--- src/rtl/eq_pkg.sv ---
// Shared sign-magnitude types, constants and sm<->two's complement conversions.
// tc_to_sm saturation is chosen by the caller (see ACC_SATURATE_EN in sm_sat_pack).
package eq_pkg;

   typedef logic [15:0] sm16_t;

   localparam int          SM_SIGN_BIT = 15;
   localparam logic [14:0] SM_MAG_MAX  = 15'h7FFF;

   // Negative zero (0x8000) naturally maps to 0 because -0 == 0.
   function automatic logic signed [31:0] sm_to_tc(input sm16_t v);
      logic signed [31:0] mag;
      mag = {17'd0, v[14:0]};
      return v[SM_SIGN_BIT] ? -mag : mag;
   endfunction

   function automatic sm16_t tc_to_sm(input logic signed [31:0] v, input logic sat);
      logic [31:0] mag;
      logic [14:0] m;
      mag = v[31] ? 32'(-v) : 32'(v);
      if (sat && (mag > {17'd0, SM_MAG_MAX}))
         m = SM_MAG_MAX;
      else
         m = mag[14:0];
      // A zero magnitude is always emitted as positive zero.
      return (m == 15'd0) ? 16'h0000 : {v[31], m};
   endfunction

endpackage

--- src/rtl/sm_sat_pack.sv ---
// Converts the two's complement accumulator to sign-magnitude Q1.15.
// Define ACC_SATURATE_EN to clamp magnitudes above 0x7FFF instead of wrapping.
module sm_sat_pack
   import eq_pkg::*;
#(
   parameter int ACC_W = 20
) (
   input  logic signed [ACC_W-1:0] acc,
   output sm16_t                   y
);

`ifdef ACC_SATURATE_EN
   localparam logic SAT = 1'b1;
`else
   localparam logic SAT = 1'b0;
`endif

   assign y = tc_to_sm(32'(acc), SAT);

endmodule

--- src/rtl/tap_accumulator.sv ---
// Accumulates sign-magnitude tap products into one filtered sample per packet.
// Output saturation is enabled by defining ACC_SATURATE_EN.
module tap_accumulator
   import eq_pkg::*;
#(
   parameter int GUARD_BITS = 4,
   parameter int MAX_TAPS   = 16
) (
   input  logic        clk,
   input  logic        rst,
   input  logic [15:0] prod_i,
   input  logic        prod_valid_i,
   input  logic        prod_last_i,
   output logic        prod_ready_o,
   output logic [15:0] y_o,
   output logic        y_valid_o,
   input  logic        y_ready_i,
   output logic        tap_err_o
);

   localparam int ACC_W = 16 + GUARD_BITS;
   localparam int CNT_W = $clog2(MAX_TAPS + 1);

   localparam logic [1:0] IDLE  = 2'd0;
   localparam logic [1:0] ACCUM = 2'd1;
   localparam logic [1:0] DONE  = 2'd2;

   logic [1:0]              state;
   logic signed [ACC_W-1:0] acc;
   logic [CNT_W-1:0]        count;

   logic                    accept;
   logic                    finish;
   logic signed [ACC_W-1:0] tc_beat;
   logic signed [ACC_W-1:0] acc_sum;
   logic [CNT_W-1:0]        count_inc;
   sm16_t                   y_conv;

   assign prod_ready_o = (state != DONE);

   // The first beat of a sample replaces whatever acc/count held before.
   always_comb begin
      accept    = prod_valid_i && prod_ready_o;
      tc_beat   = ACC_W'(sm_to_tc(prod_i));
      acc_sum   = (state == IDLE) ? tc_beat : acc + tc_beat;
      count_inc = ((state == IDLE) ? '0 : count) + CNT_W'(1);
      finish    = accept && (prod_last_i || (count_inc >= CNT_W'(MAX_TAPS)));
   end

   sm_sat_pack #(.ACC_W(ACC_W)) u_pack (
      .acc (acc_sum),
      .y   (y_conv)
   );

   // The result is captured on the terminating beat so y_valid_o follows one cycle later.
   always_ff @(posedge clk or posedge rst) begin
      if (rst) begin
         state     <= IDLE;
         acc       <= '0;
         count     <= '0;
         y_o       <= 16'h0000;
         y_valid_o <= 1'b0;
         tap_err_o <= 1'b0;
      end else begin
         case (state)
            IDLE, ACCUM: begin
               if (accept) begin
                  acc   <= acc_sum;
                  count <= count_inc;
                  if (finish) begin
                     state     <= DONE;
                     y_o       <= y_conv;
                     y_valid_o <= 1'b1;
                     tap_err_o <= !prod_last_i;
                  end else begin
                     state <= ACCUM;
                  end
               end
            end
            DONE: begin
               if (y_ready_i) begin
                  state     <= IDLE;
                  acc       <= '0;
                  count     <= '0;
                  y_valid_o <= 1'b0;
                  tap_err_o <= 1'b0;
               end
            end
            default: state <= IDLE;
         endcase
      end
   end

endmodule

--- config.mk ---
export PLATFORM = sky130hd
export DESIGN_NAME = tap_accumulator
export DESIGN_NICKNAME = d
export VERILOG_FILES = /design/src/rtl/eq_pkg.sv /design/src/rtl/sm_sat_pack.sv /design/src/rtl/tap_accumulator.sv
export SDC_FILE = /design/constraint.sdc
export NUM_CORES = 1
export LEC_CHECK = 0
export BUFFER_PORTS_ARGS = -buffer_cell sky130_fd_sc_hd__buf_2
export CAP_MARGIN = 20
export CORE_MARGIN = 2
export CORE_UTILIZATION = 45
export CTS_CLUSTER_SIZE = 20
export DETAILED_ROUTE_END_ITERATION = 8
export MAX_ROUTING_LAYER = met4
export RECOVER_POWER = 25
export SYNTH_ARGS = -nofsm -noshare
export SYNTH_HDL_FRONTEND = slang
export SYNTH_SLANG_ARGS = --single-unit
--- constraint.sdc ---
create_clock -name clk -period 7.8 [get_ports clk]
set_input_delay 0.78 -clock clk [delete_from_list [all_inputs] [get_ports clk]]
set_output_delay 0.78 -clock clk [all_outputs]
set_load 0.02 [all_outputs]
==> results.yml, run 1 <==
outcome:
  status: "complete, but fails checks"
  violations: "max-capacitance violations, max-slew violations"
cts:
  root_buffer: "clkbuf_8"
  post-cts-setup-buffers: 0
  hold_buffers: 0
  clkTransAtPathRegs_ps: 80
  cts_made_buffers: 5
  clock_latency_ps: 300
  cts_tree: "yes"
  ctsLongestPathBuffers: 2
  h-tree-depth: 2
  clock-sinks: 45
  cts-resized-gates: 0
synthesis:
  yosysTopAreaCell: "dfrtp_1"
  synth_fa_ha_area_share_pct: 8.38
  synthTopCellsByArea: "dfrtp_1 29%, ha_1 7.9%, o21ai_0 6.4%, nand2_1 6.4%, xor2_1 4.6%"
  synth_xor_area_share_pct: 8.71
  synth_most_common_cell: "nand2_1"
  yosysSeqAreaShare_pct: 29.5
  async_flop_share_pct: 100
  synth_warnings: 0
  syn_area_per_cell_um2: 8.29
  synthCells: 461
  synth_cell_types: 61
  synth_simple_gate_area_share_pct: 22.3
  synth_edf_count: 0
  yosys.area.top_type_share_pct: 29.5
  synth-compound-area-share_pct: 24.4
  ys_ff_latch: 45
  syn_area_um2: 3820
  synth_mux_area_share_pct: 3.24
  synth_top_family_by_area: "compound AO/OA/AOI/OAI gates"
  synthFlopType: "dfrtp_1"
  synthTopCellsByCount: "65 x nand2_1, 49 x o21ai_0, 45 x dfrtp_1, 33 x nor2_1, 31 x a21oi_1"
  synth_nets: 507
setup_path:
  arrival_ps: 5170
  r2r_setup_slack_ps: 3540
  cp_cell_sequence: "buf_2 -> nor4_4 -> nand2_1 -> o41ai_4 -> inv_2 -> ha_1 -> and4_1 -> a221oi_1 -> nand3b_1 -> o221ai_2 -> or3_1 -> a41oi_1 -> xnor2_1 -> nand4_1 -> nor4b_2 -> a21oi_1"
  cp.required_ps: 7980
  cp-endpoint: "y_o[15]$_DFFE_PP0P_"
  startpoint: "prod_i[4]"
  r2r-end: "y_o[15]$_DFFE_PP0P_"
  start_kind: "input port"
  worst-path-stages: 16
  path_class: "input port to register"
  crit_family: "simple AND/OR/NAND/NOR gates"
  reg2reg_depth: 11
  r2r_start: "state[0]$_DFFE_PP0P_"
  cp_slowest_cell: "or3_1"
  cpPeakStageDelay_ps: 620
  worst-path-buf-inv: 2
  cp-end-kind: "register"
  crit_path_max_fanout: 15
placement:
  io_buffer_count: 39
  hpwl_um: 7460
  placed_area_um2: 4100
  dp_cells: 590
  gp_congestion: 0.870
floorplan:
  die_y_um: 96.2
  initial_utilization_pct: 46.5
  ioPinCount: 40
  core_um2: 8220
  dieArea_um2: 9240
  die_width_um: 96.2
  row_count: 33
global_route:
  grt_pass1_wl_um: 16000
  use_met3_pct: 2.82
  overflow: 0
  met1_usage_pct: 30.2
  grt.busiest_layer: "met2"
  grt_pass1_vias: 3244
  met2_usage_pct: 38.7
  antenna_found_initial: 0
  grt_max_degree: 46
  grt_usage_pct: 23.0
timing:
  setup_violations: 0
  layout_min_cycle_time_ps: 4990
  fin_tns_setup_ps: 0
  fin_skew_ps: 7.98
  timing.hold.ws_ps: 477
  slew_viol_final: 35
  fin_crit_sh_pct: 63.9
  hold_violations: 0
  max_freq_ghz: 0.201
  rsz0062_at_grt: "false"
  worst_slew_pin_slew_ps: 1910
  max-slew-margin-rel_pct: -27.1
cells_and_area:
  n_fill_cell: 828
  nets: 540
  diodes: 0
  drive_above_1_share_pct: 13.1
  area_delta_synth_final_pct: 9.66
  finish.instance_area_um2: 4190
  final_cell_count_no_fill: 600
drt:
  vias: 3420
  first_pass_iters: 4
  drt_iter0_drc: 176
  viasPerCell: 5.70
  route.detailed.drc: 0
  drtAntennaViolNets: 0
  routed_wl_um: 9750
  wl_per_cell_um: 16.2
hold_path:
  hold_class: "input port to async pin"
power:
  ir_drop_mv: 0.122
  power.density_nw_per_um2: 360
  power.total_uw: 1510
  cellLeakagePower_uw: 0.00185
run:
  maxCapViolCount: 1
## cells in the final DEF (no fill, tap or decap), types with 5 or more instances in the layout
cell	instances
a21oi_1	30
a22o_1	8
a31oi_1	6
and2_1	6
and4_1	5
buf_2	39
clkbuf_8	5
dfrtp_1	45
ha_1	24
inv_1	16
mux2i_1	9
nand2_1	65
nand2b_1	7
nand3_1	6
nor2_1	33
nor2b_1	5
nor3_1	9
o21a_1	10
o21ai_0	49
o31ai_1	5
xnor2_1	18
xor2_1	20
## report_power, final
group	total, uW	switching, uW	internal (uW)
sequential	391	64.2	327
combinational	973	587	387
clock	143	80.9	62.3
## area by class of cell
class / count / area (um2) / share of cell area [%]
well taps: 105 / 131 / 3.14
multi-input cells: 382 / 2570 / 61.3
inverters: 17 / 63.8 / 1.52
repair buffers: 43 / 219 / 5.23
clock inverters: 2 / 10.0 / 0.239
clock buffers: 6 / 72.6 / 1.73
flip-flops and latches: 45 / 1130 / 26.9
## cells by family after synthesis
family,count (synthesis)
buf+inv,34
compound gates,142
simple gates,165
fa+ha+maj,25
mux,12
flops,45
xor+xnor,38
## per-layer routing
| layer | wire length, um | part of all wire [%] |
|---|---|---|
| met1 | 4540 | 47 |
| met4 | 54 | 0.55 |
| met5 | 0 | 0 |
| met3 | 388 | 4.0 |
| met2 | 4760 | 49 |
## sequential cells by signal (all words and copies together), names as in the netlist
signal     flops
acc           20
y_o           16
count          5
state          2
tap_err_o      1
y_valid_o      1
## worst min path at each step
stage | slack [ps] | end | start | depth (start not counted)
after global placement | 460 | y_o[10]$_DFFE_PP0P_ | y_o[10]$_DFFE_PP0P_ | 2
after floorplan | 450 | acc[0]$_DFFE_PP0P_ | acc[0]$_DFFE_PP0P_ | 2
after global routing | 520 | y_o[7]$_DFFE_PP0P_ | y_o[7]$_DFFE_PP0P_ | 2
final | 480 | y_valid_o$_DFFE_PP0P_ | rst | 2
after detailed placement | 460 | y_o[10]$_DFFE_PP0P_ | y_o[10]$_DFFE_PP0P_ | 2
after CTS | 480 | y_o[10]$_DFFE_PP0P_ | y_o[10]$_DFFE_PP0P_ | 2
## stage by stage
step,worst slack [ps],utilization (%)
final,2810,51.0
after global routing,2400,51.0
after CTS,2830,50.9
after detailed placement,2520,49.9
after global placement,2680,49.9
after floorplan,3290,-
No activity file was read; power rests on OpenSTA's default activity.
==> inputs of run 2 (changes only) <==
PLACE_DENSITY = 0.66   (was default)
clock period = 4.5 ns   (was 7.8 ns; I/O delays follow)
==> run 2 against run 1 <==
Against the previous run:
- the flow still finishes with violations (max-capacitance violations, max-slew violations)
- combinational power grew 94%
- total power grew 89%
- final area grew 6.1%
- core utilization grew 3.1 points
- sequential share of layout area shrank 1.5 points
- wire length grew 5.4%
- non-clock buffer count grew 27
- critical path depth grew 1
- critical endpoint unchanged
- largest cell class unchanged
- largest power group unchanged
==> results.yml, run 2 (synthesis results as in run 1) <==
outcome:
  status: "complete, but fails checks"
  violations: "max-capacitance violations, max-slew violations"
setup_path:
  start_kind: "input port"
  startpoint: "prod_i[3]"
  arrival_ps: 4400
  path_class: "input port to register"
  cp-end-kind: "register"
  crit_path_max_fanout: 12
  cp.required_ps: 4690
  cp-endpoint: "y_o[15]$_DFFE_PP0P_"
  r2r_setup_slack_ps: 900
  r2r-end: "y_o[15]$_DFFE_PP0P_"
  reg2reg_depth: 14
  r2r_start: "acc[0]$_DFFE_PP0P_"
cells_and_area:
  final_cell_count_no_fill: 627
  nets: 567
  n_fill_cell: 796
  largest_reg_flops: 20
  diodes: 0
  final_common_cell: "nand2_1"
  reg_top3: "acc x20, y_o x16, count x5"
  final_cell_mix: "65 x nand2_1, 48 x o21ai_0, 45 x dfrtp_1, 39 x buf_2, 33 x nor2_1"
  drive_above_1_share_pct: 19.0
  top_register: "acc"
  area_delta_synth_final_pct: 16.3
cts:
  hold_buffers: 0
  cts_tree: "yes"
  clkTransAtPathRegs_ps: 90
  root_buffer: "clkbuf_8"
  cts_made_buffers: 5
  clock_latency_ps: 300
  ctsLongestPathBuffers: 2
  h-tree-depth: 2
  clock-sinks: 45
power:
  p_sw_share_pct: 47.2
  seqPwrFrac_pct: 23.8
  p_switching_uw: 1340
  p_int_uw: 1500
  ir_drop_mv: 0.290
  cellLeakagePower_uw: 0.00199
  power.share.clock_pct: 9.6
  power.density_nw_per_um2: 640
  combPwrFrac_pct: 66.5
timing:
  hold_violations: 0
  fin_skew_ps: 4.63
  setup_ws_ps: 289
  rsz0062_at_grt: "false"
  max_freq_ghz: 0.237
  fin_crit_sh_pct: 93.6
  max-slew-margin-rel_pct: -64.6
  slew_viol_final: 46
  setup_violations: 0
  layout_min_cycle_time_ps: 4210
  worst_slew_pin_slew_ps: 2470
global_route:
  overflow: 0
  grt_pass1_wl_um: 17000
  grt_max_degree: 46
  grt_pass1_vias: 3472
  grt_usage_pct: 24.2
  antenna_found_initial: 0
placement:
  dp_cells: 617
  gp_congestion: 0.919
  hpwl_um: 8020
  io_buffer_count: 39
  place_ws_ps: -33.4
floorplan:
  core_um2: 8220
  dieArea_um2: 9240
  row_count: 33
  initial_utilization_pct: 46.5
  die_width_um: 96.2
  die_y_um: 96.2
  ioPinCount: 40
drt:
  vias: 3606
  drtAntennaViolNets: 0
  first_pass_iters: 5
  viasPerCell: 5.75
  route.detailed.drc: 0
  drt_iter0_drc: 212
  routed_wl_um: 10300
  wl_per_cell_um: 16.4
run:
  maxCapViolCount: 1
hold_path:
  hold_class: "input port to register"
run 2: worst min path at each step:
stage                        from  cells after the start                   end
5_1_grt                 y_ready_i                      2  state[1]$_DFFE_PP0P_
3_5_place_dp   y_o[1]$_DFFE_PP0P_                      2    y_o[1]$_DFFE_PP0P_
2_1_floorplan  acc[0]$_DFFE_PP0P_                      2    acc[0]$_DFFE_PP0P_
6_report                y_ready_i                      2  state[1]$_DFFE_PP0P_
4_1_cts                       rst                      3    acc[9]$_DFFE_PP0P_
3_3_place_gp   y_o[9]$_DFFE_PP0P_                      2    y_o[9]$_DFFE_PP0P_
run 2: critical path, stage by stage:
cell	delay (ps)
buf_2	150
nor4_4	370
buf_4	180
a31oi_1	100
xor2_1	230
ha_1	320
and4_1	260
a221oi_2	300
o211ai_1	180
and4_1	280
a31o_2	270
or3_1	400
buf_4	220
o31a_1	280
o21ai_0	130
nor4b_2	210
a21oi_1	90
run 2: area by class of cell:
type	count	area, um2	area share (%)
Clock inverter	2	13.8	0.310
Tap cell	105	131	2.96
Multi-Input combinational cell	382	2600	58.6
Inverter	17	63.8	1.44
Clock buffer	6	82.6	1.86
Timing Repair Buffer	70	424	9.54
Sequential cell	45	1130	25.3
run 2: routing by layer:
metal	up-vias	track usage [%]	share of wire, %
met5	-	-	0
met4	0	5.95	1.8
met3	16	3.37	3.6
met2	77	41.1	50
met1	1717	30.3	44
li1	1796	-	-
run 2: stage by stage:
step	setup TNS [ps]	utilization [%]	hold slack [ps]	cell area, um2	power [uW]
2_1_floorplan	0	-	453	3820	1950
3_3_place_gp	0	52.4	461	4300	2490
3_5_place_dp	-33.4	52.4	465	4300	2530
4_1_cts	0	53.5	311	4400	2810
5_1_grt	0	54.1	378	4440	3090
6_report	0	54.1	380	4440	2840
run 2: what timing repair did:
| action | 4_1_cts | 5_1_grt |
|---|---|---|
| buffers inserted | 0 | 2 |
| endpoints found under the setup margin | 0 | 1 |
| gates resized for setup | 0 | 7 |
run 2: power by group through the flow:
stage	clock network (uW)	logic, uW	registers, uW
floorplan	0	1200	744
global placement	0	1800	683
detailed placement	0	1840	686
CTS	281	1850	679
global route	294	2090	698
finish	274	1890	677
